===== config.mk =====
export PLATFORM = sky130hd
export DESIGN_NAME = spi_ddr_rx_deser_flat
export DESIGN_NICKNAME = d
export VERILOG_FILES = /design/src/rtl/spi_ddr_rx_deser_if.sv /design/src/rtl/spi_ddr_rx_deser.sv /design/src/flat_wrapper.sv
export SDC_FILE = /design/constraint.sdc
export NUM_CORES = 1
export LEC_CHECK = 0
export BUFFER_PORTS_ARGS = -buffer_cell sky130_fd_sc_hd__buf_2
export CAP_MARGIN = 20
export CORE_MARGIN = 2
export CORE_UTILIZATION = 25
export DETAILED_ROUTE_END_ITERATION = 7
export PLACE_DENSITY = 0.53
export SYNTH_ARGS = -nofsm -noshare
export SYNTH_HDL_FRONTEND = slang
export SYNTH_SLANG_ARGS = --single-unit
export TNS_END_PERCENT = 50

===== constraint.sdc =====
create_clock -name clk -period 2.25 [get_ports clk]
set_clock_uncertainty 0.15 [all_clocks]
set_input_delay 0.5625 -clock clk [delete_from_list [all_inputs] [get_ports clk]]
set_output_delay 0.5625 -clock clk [all_outputs]
set_load 0.02 [all_outputs]

===== src/rtl/spi_ddr_rx_deser_if.sv =====
// Read-data stream from the DDR deserializer
// into the SPI master's read path.
interface spi_ddr_rx_deser_if;
  logic [7:0] data_out;
  logic       data_vld;
  logic       data_rdy;

  modport master (
    output data_out,
    output data_vld,
    input  data_rdy
  );

  modport slave (
    input  data_out,
    input  data_vld,
    output data_rdy
  );
endinterface


===== src/rtl/spi_ddr_rx_deser.sv =====
// DTR read deserializer: skips latency/dummy,
// packs DDR bit pairs MSB-first into bytes.
module spi_ddr_rx_deser #(
  parameter int CAP_LAT = 1,
  parameter int DUMMY_W = 5,
  parameter int LEN_W   = 16
) (
  input  logic               clk,
  input  logic               rst_n,
  input  logic               start,
  input  logic [DUMMY_W-1:0] dummy,
  input  logic [LEN_W-1:0]   len,
  input  logic               abort,
  input  logic               d_p,
  input  logic               d_n,
  spi_ddr_rx_deser_if.master rd,
  output logic               busy,
  output logic               done,
  output logic               overflow
);

  localparam int SW = DUMMY_W + 2;

  typedef enum logic [1:0] {
    IDLE,
    SKIP,
    DATA,
    DONE
  } state_t;

  state_t           state;
  logic [SW-1:0]    skip_cnt;
  logic [SW-1:0]    skip_ld;
  logic [LEN_W-1:0] byte_cnt;
  logic [5:0]       sh;
  logic [1:0]       pcnt;
  logic [7:0]       byte_new;
  logic [7:0]       mem0;
  logic [7:0]       mem1;
  logic [1:0]       fcnt;
  logic             go;
  logic             push;
  logic             pop;
  logic             full;

  assign skip_ld  = SW'(CAP_LAT) + SW'(dummy);
  assign byte_new = {sh, d_p, d_n};
  assign go       = start && (state == IDLE);
  assign push     = (state == DATA) && (pcnt == 2'd3) && !abort;
  assign pop      = rd.data_vld && rd.data_rdy;
  assign full     = (fcnt == 2'd2);

  assign rd.data_out = mem0;
  assign rd.data_vld = (fcnt != 2'd0);

  // Transfer sequencing, pair packing and registered status
  always_ff @(posedge clk or negedge rst_n) begin
    if (!rst_n) begin
      state    <= IDLE;
      skip_cnt <= '0;
      byte_cnt <= '0;
      sh       <= '0;
      pcnt     <= '0;
      busy     <= 1'b0;
      done     <= 1'b0;
    end else begin
      done <= 1'b0;
      if (abort && state != IDLE) begin
        state <= IDLE;
        busy  <= 1'b0;
        sh    <= '0;
        pcnt  <= '0;
      end else begin
        unique case (state)
          IDLE: begin
            if (start) begin
              skip_cnt <= skip_ld;
              byte_cnt <= len;
              sh       <= '0;
              pcnt     <= '0;
              if (len == '0) begin
                state <= DONE;
                done  <= 1'b1;
              end else if (skip_ld == '0) begin
                state <= DATA;
                busy  <= 1'b1;
              end else begin
                state <= SKIP;
                busy  <= 1'b1;
              end
            end
          end
          SKIP: begin
            skip_cnt <= skip_cnt - SW'(1);
            if (skip_cnt == SW'(1)) state <= DATA;
          end
          DATA: begin
            sh   <= byte_new[5:0];
            pcnt <= pcnt + 2'd1;
            if (pcnt == 2'd3) begin
              byte_cnt <= byte_cnt - LEN_W'(1);
              if (byte_cnt == LEN_W'(1)) begin
                state <= DONE;
                busy  <= 1'b0;
                done  <= 1'b1;
              end
            end
          end
          DONE: begin
            state <= IDLE;
          end
        endcase
      end
    end
  end

  // Two-entry output buffer with sticky overflow
  always_ff @(posedge clk or negedge rst_n) begin
    if (!rst_n) begin
      mem0     <= '0;
      mem1     <= '0;
      fcnt     <= '0;
      overflow <= 1'b0;
    end else begin
      if (go) overflow <= 1'b0;
      else if (push && full && !pop) overflow <= 1'b1;
      unique case (1'b1)
        push && pop: begin
          if (fcnt == 2'd1) begin
            mem0 <= byte_new;
          end else begin
            mem0 <= mem1;
            mem1 <= byte_new;
          end
        end
        push && !pop && !full: begin
          if (fcnt == 2'd0) mem0 <= byte_new;
          else mem1 <= byte_new;
          fcnt <= fcnt + 2'd1;
        end
        !push && pop: begin
          mem0 <= mem1;
          fcnt <= fcnt - 2'd1;
        end
        default: ;
      endcase
    end
  end

endmodule


===== src/flat_wrapper.sv =====
// flat-port wrapper written by rule: the top's interface ports become plain ports
module spi_ddr_rx_deser_flat 
#(
  parameter int CAP_LAT = 1,
  parameter int DUMMY_W = 5,
  parameter int LEN_W   = 16
)
  (clk, rst_n, start, dummy, len, abort, d_p, d_n, busy, done, overflow, rd_data_out, rd_data_vld, rd_data_rdy);
  spi_ddr_rx_deser_if rd_i ();
  input  logic clk;
  input  logic rst_n;
  input  logic start;
  input  logic [DUMMY_W-1:0] dummy;
  input  logic [LEN_W-1:0] len;
  input  logic abort;
  input  logic d_p;
  input  logic d_n;
  output logic busy;
  output logic done;
  output logic overflow;
  output wire logic [$bits(rd_i.data_out)-1:0] rd_data_out;
  output wire logic [$bits(rd_i.data_vld)-1:0] rd_data_vld;
  input wire logic [$bits(rd_i.data_rdy)-1:0] rd_data_rdy;
  assign rd_data_out = rd_i.data_out;
  assign rd_data_vld = rd_i.data_vld;
  assign rd_i.data_rdy = rd_data_rdy;
  spi_ddr_rx_deser #(.CAP_LAT(CAP_LAT), .DUMMY_W(DUMMY_W), .LEN_W(LEN_W)) u_core (.clk(clk), .rst_n(rst_n), .start(start), .dummy(dummy), .len(len), .abort(abort), .d_p(d_p), .d_n(d_n), .rd(rd_i), .busy(busy), .done(done), .overflow(overflow));
endmodule

Word level (Yosys, flattened, before mapping)

Index checks and enable logic that the tools add are counted.

Add/subtract/negate cells: 6
Equality and inequality tests: 18
Muxes and demuxes: 40
Bitwise logic cells: 1
Reduce and logical (&&, ||, !) cells: 35

Operators by type and width:

| kind                    | count |
|---|---|
| $mux W16                | 2 |
| $mux W8                 | 4 |
| $pmux W16 S2            | 1 |
| $pmux W8 S3             | 1 |
| $mux W2                 | 9 |
| $eq A16 B1 Y1 const B   | 1 |
| $logic_not A16 Y1       | 1 |
| $pmux W8 S2             | 1 |
| $sub A16 B1 Y16 const B | 1 |
| $pmux W7 S2             | 1 |
| $reduce_bool A2 Y1      | 7 |
| $mux W1                 | 12 |
| $mux W6                 | 2 |
| $ne A3 B3 Y1 const B    | 4 |
| $pmux W6 S2             | 1 |
| $logic_and A1 B1 Y1     | 11 |
| $ne A2 B2 Y1 const B    | 5 |
| $eq A2 B2 Y1 const B    | 4 |
| $pmux W2 S2             | 2 |
| $pmux W2 S4             | 1 |
| $reduce_and A4 Y1       | 2 |
| $eq A7 B1 Y1 const B    | 1 |
| $logic_not A7 Y1        | 1 |
| $mux W7                 | 1 |
| 14 further kinds        | 24 |

Register bits after elaboration: 54
Bits of input ports: 28
Output and inout bits: 12
Word-level logic and storage cells: 111

Longest topological paths before layout

Depth after elaboration: 7
Gate-level depth with buffers: 9
Mapped depth without buffers: 7

Least setup slack after synthesis

No wires, ideal clock.

Kind: reg-to-reg
Start: reg u_core.state[0]
End: reg u_core.mem1[0]
Library setup time: 0.125 ns
Arrival: 1.787 ns
Required time: 1.975 ns
Setup slack: 0.188 ns
Cell stages (with the launch flop): 6
Path buffers: 0
Period minus slack after synthesis: 2.062 ns
Cell sequence: dfrtp_1 inv_1 ha_1 nand3b_4 a2111oi_4 mux2_2

Cells in the longest elaborated chain, start to end: 7
Elaborated cells between the ends (all ways): 11
Those cells by class: eq/ne (3); mux (1); reduce/logical (7)

Ends and longest elaborated chain:

| item                                                                       | line                    | text |
|---|---|---|
| start, declared                                                            | spi_ddr_rx_deser.sv:31  | `state_t state;` |
| start signal, assigned                                                     | spi_ddr_rx_deser.sv:59  | `state <= IDLE;` |
| start signal, assigned                                                     | spi_ddr_rx_deser.sv:69  | `state <= IDLE;` |
| start signal, assigned                                                     | spi_ddr_rx_deser.sv:82  | `state <= DONE;` |
| $eq A2 B2 Y1 *                                                             | spi_ddr_rx_deser.sv:49  | `assign push = (state == DATA) && (pcnt == 2'd3) && !abort;` |
| $logic_and A1 B1 Y1 * (2 in a row)                                         | spi_ddr_rx_deser.sv:49  |  |
| $logic_and A1 B1 Y1 (2 in a row)                                           | spi_ddr_rx_deser.sv:136 | `push && !pop && !full: begin` |
| $ne A2 B2 Y1 (no source line) / $reduce_bool A2 Y1 (equally long branches) | n/a                     |  |
| $reduce_and A3 Y1 (no source line)                                         | n/a                     |  |
| end signal, assigned                                                       | spi_ddr_rx_deser.sv:133 | `mem1 <= byte_new;` |
| end signal, assigned                                                       | spi_ddr_rx_deser.sv:138 | `else mem1 <= byte_new;` |
| end, declared                                                              | spi_ddr_rx_deser.sv:39  | `logic [7:0] mem1;` |

Mark *: on every way between the ends. The rest lies on a longest branch, timed or not.
A chain may end at the register's enable or synchronous reset.

Worst setup path after layout

Start: reg u_core.state[0]
End: reg u_core.state[0]

Cells in the longest elaborated chain, start to end: 4
Elaborated cells between the ends (all ways): 13
Those cells by class: eq/ne (7); mux (2); reduce/logical (4)

Ends and longest elaborated chain:

| item                                                                 | line                   | text |
|---|---|---|
| $reduce_bool A2 Y1                                                   | spi_ddr_rx_deser.sv:68 | `if (abort && state != IDLE) begin` |
| $logic_and A1 B1 Y1                                                  | spi_ddr_rx_deser.sv:68 |  |
| $ne A3 B3 Y1 (no source line) / $ne A3 B1 Y1 (equally long branches) | n/a                    |  |
| $reduce_and A4 Y1 (no source line)                                   | n/a                    |  |

Several ways; a longest one is shown, not always the timed one.

==> results by stage <==
Run status:
- The flow ran to the end, and the final reports show no timing, DRC or antenna violations.

Timing:
- The number of slew-limit violations in the final report is 0.
- In the finished design, the share of the clock period the worst path needs comes to 93.9%.
- The final number of hold-violating endpoints was 0.
- Setup total negative slack on the finished layout was measured at 0 ns.
- The worst path needs 2.11 ns of the cycle, external delays included.
- The timing-limited maximum frequency is 474 MHz.
- The worst pin sits at a relative slew slack of 70.1%.
- Setup repair after global routing left no endpoint under its margin.
- The setup-violating endpoint count in the final report is 0.
- The actual slew at the worst max-slew pin is 0.445 ns.

Die:
- The die covers 0.0136 mm².
- The die extent in x is 116 µm.
- The floorplan has 41 rows.
- The initial standard-cell utilization of the core is 25.4%.
- For this design the top-level I/O count stands at 40.
- The die extent in y is 116 µm.
- The core box area is 0.0125 mm².

Cells and area:
- The repair_antennas step left the layout with diodes totalling 0.
- The net count of the finished layout is 436.
- The fraction of the core area covered by cells at the end of the flow is 31.2%.
- In the layout the commonest cells are 54 x dfrtp_1, 41 x nand2_1, 39 x buf_2, 31 x nor2_1, 26 x a21oi_1.
- The share of layout cells above drive strength 1 is 23.2%.
- Relative to the synthesized area, the layout overhead comes to 23.0%.
- Leaving out fill and tap cells, the most frequent cell in the layout is dfrtp_1.

Worst setup path:
- The depth of the worst register-to-register path is 7.
- The critical path startpoint category is a register.
- The capturing element type of the critical path is a register.
- Walking the worst path, the cells encountered are inv_1, ha_1, buf_4, a21boi_2, o31ai_2, and3_4, mux2_4.
- The arrival time of data at the critical path endpoint is 2.14 ns.
- Of all nets on the critical path, the largest fanout is 25.
- The startpoint identified for the worst register-to-register timing path is u_core.state[0].
- The cell with the biggest individual delay on the critical path is dfrtp_1.
- The endpoint identified for the worst register-to-register timing path is u_core.state[0].
- The worst register-to-register path has a setup slack of 0.14 ns.
- On the worst path, the slowest cell contributes a delay of 0.42 ns.
- The category of the most critical setup path is reg2reg.
- At the worst endpoint, the required time is 2.28 ns.
- The startpoint of the worst setup timing path is u_core.state[0].

GRT:
- The met3 layer usage reported by global route is 2.59%.
- For this run, global-route usage on met1 was measured as 16.4%.
- The global routing usage on met2 is 17.4%.
- The initial antenna violation count is 0.
- The layer flagged by global routing as most heavily used is met2.
- The via count of the first global-routing pass came to 2,508.
- The first global-routing pass estimated 12.3 mm of wire.
- The aggregate global routing overflow is 0.
- The maximum number of pins on one net before global-route repair is 55.
- The total global routing track utilization is 11.4%.

Place:
- Summed over all nets, the half-perimeter wirelength after detailed placement is 5.37 mm.
- The number of I/O port buffers is 39.
- The weighted congestion reported at the end of routability-driven placement is 0.854.

Route:
- The first TritonRoute pass finished after 4 iterations.
- The first routing iteration left 158 violations.
- Summing over every cut layer, the via total after detailed routing is 2,660.
- After detailed routing, the average wire length per cell comes to 12.8 µm.
- The detail-routed via count per cell is 4.67.
- The total routed wirelength is 7.30 mm.
- For this run, design rule violations remaining after detail routing come to 0.
- The residual antenna-violating net count after detailed routing is 0.

Logic synthesis:
- The share of the Yosys chip area taken by registers is 42.8%.
- After technology mapping, the gate count stands at 339.
- The count of flip-flops with a built-in enable after synthesis is 0.
- After synthesis the netlist holds a flip-flop and latch count of 54.
- For this run, the leading register cell type out of synthesis is dfrtp_1.
- The number of nets handed over by synthesis was 379.
- The number of warnings reported in the yosys synthesis log is 0.
- In this run the mean area of a mapped cell was 9.32 µm².
- Of all flip-flops after synthesis, the portion carrying an async set or reset was 100%.
- The synthesized netlist contains 53 unique library cells.
- The cell area that synthesis handed to floorplanning was 0.00316 mm².

Power:
- The worst-case IR drop observed on VDD is 421 µV.
- The total power per unit cell area is 1220 mW/mm².
- The analysis attributes to cell leakage a power of 1.67 nW.

Clocking:
- The setup fix buffers added after clock tree synthesis is 0.
- The clock net in this run drives a total of 54 sinks.
- The clock slew at the register clock pins of the worst setup and hold paths is 0.07 ns.
- Clock tree synthesis selected as its root buffer the cell clkbuf_16.
- No sink is reached through more buffers than the 2 on the longest clock path.
- TritonCTS built the clock tree.
- The worst-skew pair later-pin latency is 0.30 ns.
- The count of H-tree levels built during CTS is 2.
- The total clock buffers created by CTS is 5.

Worst hold path:
- The path class of the tightest hold or removal check is in2async.

Run:
- Max-cap violations in this run came to 0.
## layer usage
layer | share of wire [%] | vias up
met5 | 0 | -
met4 | 0.71 | 0
met3 | 4.8 | 7
met2 | 43 | 56
met1 | 52 | 1246
li1 | - | 1351
## per-stage QoR
stage / power, mW / setup slack (ns) / instances / area [µm²] / hold WS (ns)
2_1_floorplan: 3.15 / 0.188 / 339 / 3160 / 0.117
3_3_place_gp: 3.82 / 0.0976 / 561 / 3720 / 0.317
4_1_cts: 4.79 / 0.0633 / 569 / 3890 / 0.123
3_5_place_dp: 3.87 / 0.0660 / 561 / 3720 / 0.332
5_1_grt: 5.14 / 0.0140 / 569 / 3890 / 0.127
6_report: 4.74 / 0.138 / 569 / 3890 / 0.0991
## what timing repair did
item,4_1_cts,5_1_grt
hold endpoints to repair,0,0
hold buffers,0,0
endpoints found under the setup margin,0,4
resized for setup,0,1
## critical path: cells and delay by family (launching register included)
kind            cells  cell delay [ns]
compound gates      2             0.33
fa+ha+maj           1             0.22
flops               1             0.42
mux                 1             0.29
simple gates        1             0.19
buf+inv             2             0.39
## power breakdown
group	switching, mW	total (mW)	internal, mW
Combinational	1.23	2.18	0.955
Clock	0.377	0.903	0.526
Sequential	0.344	1.66	1.32
Total	1.95	4.74	2.80
## area by class of cell
| class | count | area (µm²) |
|---|---|---|
| fill | 1315 | 8580 |
| multi-input combinational | 258 | 1700 |
| sequential | 54 | 1350 |
| timing repair buffer | 62 | 393 |
| tap | 172 | 215 |
| clock buffer | 5 | 125 |
| inverter | 15 | 56.3 |
| clock inverter | 3 | 45.0 |
## cells in the mapped netlist, types with 2 or more instances
| cell type | count | area share, % |
|---|---|---|
| and2_1 | 3 | 0.59 |
| clkbuf_1 | 4 | 0.47 |
| nor2_1 | 31 | 3.7 |
| nand2b_1 | 3 | 0.59 |
| xnor2_1 | 4 | 1.1 |
| a21oi_1 | 26 | 4.1 |
| nor3b_1 | 3 | 0.71 |
| o2bb2a_1 | 2 | 0.63 |
| a22o_1 | 3 | 0.83 |
| o32ai_1 | 2 | 0.55 |
| ha_1 | 12 | 4.8 |
| o211ai_1 | 3 | 0.71 |
| a41oi_1 | 5 | 1.4 |
| buf_2 | 5 | 0.79 |
| o21a_1 | 3 | 0.71 |
| inv_1 | 15 | 1.8 |
| o22a_1 | 5 | 1.4 |
| o22ai_1 | 3 | 0.59 |
| dfrtp_1 | 54 | 43 |
| a31oi_1 | 7 | 1.4 |
| nand4b_1 | 2 | 0.55 |
| o21ai_0 | 25 | 4.0 |
| a21o_1 | 2 | 0.47 |
| nor2b_1 | 5 | 0.99 |
| mux2_2 | 8 | 2.9 |
| mux2_4 | 2 | 0.95 |
| nor4_1 | 6 | 1.2 |
| nor3_1 | 5 | 0.79 |
| o31ai_1 | 4 | 0.95 |
| nand2_1 | 41 | 4.9 |
| nand3_1 | 7 | 1.1 |
| buf_1 | 3 | 0.36 |
| nand4_1 | 5 | 0.99 |
| mux2i_1 | 12 | 3.8 |
## flip-flops by register name, indices dropped and copies added, names as in the netlist
register,count
u_core.fcnt,2
u_core.mem1,8
u_core.byte_cnt,16
u_core.rd.data_out,8
u_core.busy,1
u_core.pcnt,2
u_core.state,2
u_core.done,1
u_core.overflow,1
u_core.skip_cnt,7
u_core.sh,6
## worst max-delay path by stage
stage / end / slack [ns] / cells past startpoint
3_5_place_dp: u_core.byte_cnt[4] / 0.07 / 8
3_3_place_gp: u_core.byte_cnt[4] / 0.1 / 8
6_report: u_core.state[0] / 0.14 / 7
2_1_floorplan: u_core.mem1[0] / 0.19 / 5
4_1_cts: u_core.byte_cnt[4] / 0.06 / 8
5_1_grt: u_core.byte_cnt[5] / 0.01 / 8
## logic make-up after synthesis
logic type	Yosys count	synth area share, %
flip-flops	54	42.8
AO/OA/AOI/OAI	101	21.4
buffers and inverters	27	3.40
adder cells (fa/ha/maj)	12	4.75
AND/OR/NAND/NOR	119	19.0
XOR/XNOR	4	1.11
multiplexers	22	7.60
Power figures use the tool's default switching activity.
